$ cat src/rtl/rfid_rx_pkg.sv
// rfid_rx_pkg: shared state encodings, rate codes and window timing tables for the RX window controller.
package rfid_rx_pkg;
  typedef enum logic [2:0] {
    IDLE    = 3'd0,
    HOLDOFF = 3'd1,
    SEARCH  = 3'd2,
    RECEIVE = 3'd3,
    DONE    = 3'd4
  } rx_state_t;
  typedef enum logic [2:0] {
    RATE_64K  = 3'd0,
    RATE_137K = 3'd1,
    RATE_175K = 3'd2,
    RATE_320K = 3'd3,
    RATE_128K = 3'd4,
    RATE_274K = 3'd5,
    RATE_349K = 3'd6,
    RATE_640K = 3'd7
  } rx_rate_t;
  localparam int HOLD_MUL = 16;
  localparam int WIN_MUL  = 64;
  // Backscatter half-period in clock cycles, indexed by rate code (index 0 is the rightmost entry).
  localparam logic [7:0][7:0] P_TAB = {8'd20, 8'd36, 8'd46, 8'd98, 8'd39, 8'd72, 8'd91, 8'd195};
  function automatic int half_period(input logic [2:0] r);
    return int'(P_TAB[r]);
  endfunction
endpackage

$ cat src/rtl/rx_win_timer.sv
// rx_win_timer: loadable down-counter that saturates at 1 and flags expiry when it reads 1.
module rx_win_timer #(
  parameter int CNT_W = 16
) (
  input  logic             clk_i,
  input  logic             rst,
  input  logic             clr_i,
  input  logic             load_i,
  input  logic [CNT_W-1:0] load_val_i,
  input  logic             en_i,
  output logic [CNT_W-1:0] value_o,
  output logic             expire_o
);
  logic [CNT_W-1:0] r_value;
  always_ff @(posedge clk_i or posedge rst) begin
    if (rst) r_value <= '0;
    else if (clr_i) r_value <= '0;
    else if (load_i) r_value <= load_val_i;
    else if (en_i && r_value > CNT_W'(1)) r_value <= r_value - CNT_W'(1);
  end
  assign value_o  = r_value;
  assign expire_o = r_value == CNT_W'(1);
endmodule

$ cat src/rtl/rx_window_ctrl.sv
// rx_window_ctrl: sequences the post-command holdoff, preamble search and frame receive windows
// for an RFID reader receiver, emitting one registered result pulse per window.
module rx_window_ctrl
  import rfid_rx_pkg::*;
#(
  parameter int CNT_W = 16
) (
  input  logic             clk_i,
  input  logic             rst,
  input  logic             tx_done_i,
  input  logic [2:0]       set_rate_i,
  input  logic [CNT_W-1:0] frame_max_i,
  input  logic             abort_i,
  input  logic             wave_enable_i,
  input  logic             frame_done_i,
  input  logic             frame_err_i,
  output logic             det_rst_o,
  output logic [2:0]       rate_o,
  output logic             busy_o,
  output logic             ok_o,
  output logic             err_o,
  output logic             timeout_o,
  output logic [2:0]       state_o
);
  rx_state_t        r_state, w_nxt;
  logic [2:0]       r_rate;
  logic             r_ok, r_err, r_to;
  logic             w_ok, w_err, w_to;
  logic             w_ld, w_en, w_clr, w_expire, w_start;
  logic [CNT_W-1:0] w_ld_val, w_timer;
  rx_win_timer #(.CNT_W(CNT_W)) u_timer (
    .clk_i      (clk_i),
    .rst        (rst),
    .clr_i      (w_clr),
    .load_i     (w_ld),
    .load_val_i (w_ld_val),
    .en_i       (w_en),
    .value_o    (w_timer),
    .expire_o   (w_expire)
  );
  assign w_start = r_state == IDLE && tx_done_i && !abort_i;
  always_comb begin
    w_nxt    = r_state;
    w_ld     = 1'b0;
    w_ld_val = '0;
    w_en     = 1'b0;
    w_clr    = 1'b0;
    w_ok     = 1'b0;
    w_err    = 1'b0;
    w_to     = 1'b0;
    if (abort_i) begin
      w_nxt = IDLE;
      w_clr = 1'b1;
    end else begin
      case (r_state)
        IDLE: if (tx_done_i) begin
          w_nxt    = HOLDOFF;
          w_ld     = 1'b1;
          w_ld_val = CNT_W'(HOLD_MUL * half_period(set_rate_i));
        end
        HOLDOFF: begin
          w_en = 1'b1;
          if (w_expire) begin
            w_nxt    = SEARCH;
            w_ld     = 1'b1;
            w_ld_val = CNT_W'(WIN_MUL * half_period(r_rate));
          end
        end
        SEARCH: begin
          w_en = 1'b1;
          if (wave_enable_i) begin
            w_nxt    = RECEIVE;
            w_ld     = 1'b1;
            w_ld_val = frame_max_i;
          end else if (w_expire) begin
            w_nxt = DONE;
            w_to  = 1'b1;
          end
        end
        RECEIVE: begin
          // An unlimited frame (frame_max_i == 0) freezes the timer and never times out.
          w_en = frame_max_i != '0 && w_timer != '0;
          if (frame_err_i) begin
            w_nxt = DONE;
            w_err = 1'b1;
          end else if (frame_done_i) begin
            w_nxt = DONE;
            w_ok  = 1'b1;
          end else if (frame_max_i != '0 && w_expire) begin
            w_nxt = DONE;
            w_to  = 1'b1;
          end
        end
        default: w_nxt = IDLE;
      endcase
    end
  end
  always_ff @(posedge clk_i or posedge rst) begin
    if (rst) begin
      r_state <= IDLE;
      r_rate  <= '0;
      r_ok    <= 1'b0;
      r_err   <= 1'b0;
      r_to    <= 1'b0;
    end else begin
      r_state <= w_nxt;
      r_ok    <= w_ok;
      r_err   <= w_err;
      r_to    <= w_to;
      if (w_start) r_rate <= set_rate_i;
    end
  end
  assign det_rst_o = !(r_state == SEARCH || r_state == RECEIVE);
  assign busy_o    = r_state != IDLE;
  assign rate_o    = r_rate;
  assign ok_o      = r_ok;
  assign err_o     = r_err;
  assign timeout_o = r_to;
  assign state_o   = r_state;
endmodule

$ cat config.mk
export PLATFORM = sky130hd
export DESIGN_NAME = rx_window_ctrl
export DESIGN_NICKNAME = d
export VERILOG_FILES = /design/src/rtl/rfid_rx_pkg.sv /design/src/rtl/rx_win_timer.sv /design/src/rtl/rx_window_ctrl.sv
export SDC_FILE = /design/constraint.sdc
export NUM_CORES = 1
export LEC_CHECK = 0
export CAP_MARGIN = 5
export CORE_UTILIZATION = 55
export DETAILED_ROUTE_END_ITERATION = 8
export MAX_ROUTING_LAYER = met4
export PLACE_DENSITY_LB_ADDON = 0.25
export SLEW_MARGIN = 20
export SYNTH_ARGS = -nofsm -noshare
export SYNTH_HDL_FRONTEND = slang
export SYNTH_SLANG_ARGS = --single-unit
export TNS_END_PERCENT = 10
$ cat constraint.sdc
create_clock -name clk_i -period 7.03 [get_ports clk_i]
set_clock_uncertainty 0.05 [all_clocks]
set_input_delay 1.406 -clock clk_i [delete_from_list [all_inputs] [get_ports clk_i]]
set_output_delay 1.406 -clock clk_i [all_outputs]
set_load 0.02 [all_outputs]
[Yosys cells after proc, flatten, opt, wreduce, memory -nomap -nowiden]
Memory sizes are Yosys's and may differ from the RTL's.
Index checks and enable logic that the tools add are counted.
Storage, ports and cells
  register bits: 25
  bits in read-only memories: 128
  output and inout bits: 11
  word-level logic and storage cells: 75
  memories kept: 2
Memories
  (name not given): depth 8, bits a word 8, rd ports 1, clocked after memory_dff 0, wr ports 0, RTL line rfid_rx_pkg.sv:25  | return int'(P_TAB[r]);
  (name not given): depth 8, bits a word 8, rd ports 1, clocked after memory_dff 0, wr ports 0, RTL line rfid_rx_pkg.sv:25
Cells by class
  $add $sub $neg: 1
  $lt $le $gt $ge: 3
  equal/unequal tests: 8
  mux-type cells: 40
  reductions and logical operators: 15
Operators by type and width (number)
  two-way mux 16 bit: 5
  case mux 16 bit (3 select lines): 1
  nonzero test 16 bit: 2
  two-way mux 3 bit: 8
  two-way mux 1 bit: 18
  == test 16 x 1 -> 1 bit (second input constant): 1
  > comparator 16 x 1 -> 1 bit (second input constant): 1
  two-way mux 8 bit: 2
  subtractor 16 x 1 -> 16 bit (second input constant): 1
  two-way mux 14 bit: 1
  two-way mux 12 bit: 1
  case mux 3 bit (4 select lines): 1
  < comparator 3 x 4 -> 1 bit (second input constant): 2
  == test 3 x 2 -> 1 bit (second input constant): 2
  != test 3 bit (second input constant): 2
  nonzero test 3 bit: 2
  logical AND 1 bit: 5
  != test 5 bit (second input constant): 1
  != test 4 bit (second input constant): 1
  case mux 1 bit (2 select lines): 2
  AND reduction 4 bit: 1
  == test 3 x 1 -> 1 bit (second input constant): 1
  zero test 3 bit: 1
  case mux 1 bit (3 select lines): 1
  3 further kinds: 4

[Logic depth before layout (Yosys ltp)]
  word-level depth: 8
  gate-level depth with buffers: 8
  gate-level depth less buffers: 7

[Modules after synthesis]
Synthesis repeated with hierarchy kept, for this count alone.
Unflattened totals
  cell total of the unflattened synthesis: 278
  area, all modules: 2267.2 um^2
By module, submodules not included
  rx_win_timer: instances 1, cells an instance 137, area an instance 1164.9 um^2, sequential area each 400.4 um^2
  rx_window_ctrl: instances 1, cells an instance 141, area an instance 1102.3 um^2, sequential area each 225.2 um^2

[Worst setup path before layout]
OpenSTA, ideal clock, no wires.
  kind: input to register
  from: input frame_max_i[3]
  to: register u_timer.r_value[3], in the netlist u_timer.value_o[3]
  arrival time: 2.875 ns
  data required time: 6.855 ns
  setup slack: 3.979 ns
  cell stages on the path: 7
  buffers on the path: 1
  cell sequence: nor4_1 > nand4_1 > a21oi_1 > clkbuf_1 > nand3b_1 > a21boi_0 > a2111oi_0
On the way
  longest elaborated chain between the ends: 6
RTL lines
  from (decl): RTL line rx_window_ctrl.sv:12  | input logic [CNT_W-1:0] frame_max_i,
  nonzero test 16 bit: RTL line rx_window_ctrl.sv:82  | w_en = frame_max_i != '0 && w_timer != '0;
  logical AND 1 bit: RTL line rx_window_ctrl.sv:82
  case mux 1 bit (2 select lines): RTL line rx_window_ctrl.sv:55  | case (r_state)
  two-way mux 1 bit: RTL line rx_window_ctrl.sv:51  | if (abort_i) begin
  logical AND 1 bit: RTL line rx_win_timer.sv:19  | else if (en_i && r_value > CNT_W'(1)) r_value <= r_value - CNT_W'(1);
  nonzero test 3 bit (no line)
  to (signal assigned): RTL line rx_win_timer.sv:18  | else if (load_i) r_value <= load_val_i;
  to (signal assigned): RTL line rx_win_timer.sv:19
  to (decl): RTL line rx_win_timer.sv:14  | logic [CNT_W-1:0] r_value;
Parallel ways exist; a longest one is shown, timed or not.
A chain may end at the register's enable or synchronous reset.

[Worst setup path in the final report]
  from: input abort_i
  to: register u_timer.r_value[6], in the netlist u_timer.value_o[6]
On the way
  longest elaborated chain between the ends: 3
RTL lines
  from (decl): RTL line rx_window_ctrl.sv:13  | input logic abort_i,
  two-way mux 16 bit / two-way mux 1 bit (equally long branches): RTL line rx_window_ctrl.sv:51
  two-way mux 16 bit / logical AND 1 bit (equally long branches): RTL line rx_win_timer.sv:18, rx_win_timer.sv:19
  two-way mux 16 bit / nonzero test 3 bit (equally long branches)
Parallel ways exist; a longest one is shown, timed or not.

==> results.ini <==
[clocking]
cts_buffer_depth=2
cts_sinks=25
clockRootBuffer=clkbuf_8
cts_tree=built
clkLatencyLatePin_ns=0.27
ctsResizeCount=0
hold_buffers=0
post-cts-setup-buffers=0
clk_pin_slew_ns=0.10
h-tree-depth=1
cts_buffers=3

[placed_design]
gp_congestion=0.873
port_buffers=36
hpwlAfterDp_mm=4.15

[global_routing]
grt_pass1_vias=2031
grt.total_usage=0.296
gr-total-overflow=0
grt_max_degree=29
grt_pass1_wl_mm=9.40
antenna_found_initial=0

[detailed_routing]
wl_per_cell_um=16.9
vias=2063
firstDrtPassIters=4
postRouteAntennaNets=0
wl_mm=5.55
drc=0
drtIter0Drc=195
via_per_inst=6.27

[worst_setup_path]
arrival_ns=4.18
cp_max_fo=28
r2r_slack_ns=4.08
cp.required_ns=7.19
critical_path.startpoint_type=input port
path_class=input port to flip-flop
startpoint=abort_i
timing.rr.end=u_timer.value_o[6]
cp-end-kind=flip-flop
timing.rr.start=u_timer.value_o[5]
r2r_cells=6

[floorplan]
core_sq_um=3720
initial_core_util=0.583
die_h_um=64.8
fp-row-count=22
pin_count=37
dieArea_sq_um=4190
fp.dieW_um=64.8

[timing]
fmax_mhz=249
min_period_ns=4.02
rsz0062_at_grt=no
max-slew-margin-rel=0.275
hold_slack_ns=0.545
timing.final.crit_share=0.572
final_max_slew_viol_count=0
setup_tns_ns=0
worstMarginPinSlew_ns=1.08
setup_violations=0
hold_viol_final=0

[logic_synthesis]
synth_nets=292
avgSynthCellArea_sq_um=8.63
async_reset_ff_frac=1.00
synthCells=251
ys.flop_type=dfrtp_1
seq_area_frac_synth=0.289
mappedNetlistArea_sq_um=2170
ys_ff_latch=25
ys.warnings.count=0
netlist-cell-type-count=60
synth_edf_count=0

[power_and_ir_drop]
power_density_nw_per_um2=250
p_leak_nw=1.04
peakVddDrop_mv=0.148

[layout]
antennaDiodeCount=0
finalNetCount=323
fillers=310
final_common_cell=clkdlybuf4s50_1
drive_gt1_frac=0.107
area_growth_pct=19.6
final_cell_mix=36 x clkdlybuf4s50_1, 25 x nand2_1, 25 x dfrtp_1

[hold_path]
hold_path_end=u_timer.value_o[10]
min-delay-start=u_timer.value_o[10]
whs_path_depth=2
hp-class=flip-flop to flip-flop

[job]
max-cap-violations=0

[outcome]
outcome=finished clean

==> routing by layer <==
metal / global-route usage / share of wire
met1: 0.369 / 0.43
met2: 0.480 / 0.48
met3: 0.0528 / 0.070
met4: 0.103 / 0.019
met5: - / 0
==> report_power, final <==
part	switching [mW]	total, mW	leakage [nW]	internal (mW)
Combinational	0.205	0.352	0.684	0.147
Clock	0.0512	0.0914	0.0217	0.0402
Sequential	0.0349	0.204	0.335	0.169
Total	0.291	0.647	1.04	0.356
==> worst max-delay path: stages <==
cell             delay (ns)
clkdlybuf4s50_1        0.40
buf_4                  0.23
nor4_1                 0.85
a31oi_2                0.42
o21ai_2                0.41
o21ai_0                0.26
a21oi_1                0.18
==> stage by stage <==
stage          cell area, sq um   util  power, mW  std cells  setup WS, ns
5_1_grt                    2590  0.697      0.693        329          2.89
2_1_floorplan              2170      -      0.468        251          3.98
6_report                   2590  0.697      0.647        329          3.01
3_5_place_dp               2540  0.684      0.551        325          2.85
3_3_place_gp               2540  0.684      0.545        325          2.81
4_1_cts                    2590  0.697      0.643        329          3.15
==> area by class of cell <==
| cell class | count | area [sq um] | area share |
|---|---|---|---|
| multi-input cells | 201 | 1430 | 0.553 |
| flip-flops and latches | 25 | 626 | 0.241 |
| clock buffers | 3 | 41.3 | 0.0159 |
| repair buffers | 38 | 375 | 0.145 |
| well taps | 48 | 60.1 | 0.0232 |
| clock inverters | 1 | 7.51 | 0.00290 |
| inverters | 13 | 48.8 | 0.0188 |
==> Yosys cell counts, types with 3 or more instances <==
library cell | instances | share of area
a21oi_1 | 10 | 0.023
nor3_1 | 12 | 0.028
nor2_1 | 19 | 0.033
nand3_1 | 4 | 0.0092
xor2_1 | 3 | 0.012
nand2_1 | 25 | 0.043
a221oi_1 | 5 | 0.020
mux2i_1 | 6 | 0.028
or3_1 | 4 | 0.012
a211oi_1 | 6 | 0.021
o21ai_2 | 3 | 0.012
nand2b_1 | 4 | 0.012
a22o_1 | 3 | 0.012
a211oi_2 | 3 | 0.017
o21ai_0 | 11 | 0.025
ha_1 | 15 | 0.087
inv_1 | 13 | 0.023
mux2_2 | 3 | 0.016
nor4_1 | 13 | 0.038
dfrtp_1 | 25 | 0.29
xnor2_1 | 7 | 0.028
clkbuf_1 | 7 | 0.012
==> registers in the layout (all words and copies together) (netlist names) <==
register and flops:
state_o 3, timeout_o 1, u_timer.value_o 16, ok_o 1, rate_o 3, err_o 1
==> worst max-delay path by stage <==
stage	cells past startpoint	to	slack, ns
after floorplan	7	u_timer.value_o[3]	3.98
after global placement	7	u_timer.value_o[10]	2.81
after detailed placement	7	u_timer.value_o[12]	2.85
after CTS	7	u_timer.value_o[12]	3.15
after global routing	7	u_timer.value_o[12]	2.89
final	7	u_timer.value_o[6]	3.01
==> cell families (layout without fill, tap and decap cells) <==
kind of cell               after synthesis  count (layout)  synth area share
AOI/OAI and AO/OA                       65              65             0.232
muxes                                    9               9            0.0433
and+or+nand+nor                        102             102             0.256
buffers and inverters                   25              55            0.0526
xor gates and xnor gates                10              10            0.0404
DFF                                     25              25             0.289
adders and majority gates               15              15            0.0867
No activity file was read; power rests on OpenSTA's default activity.
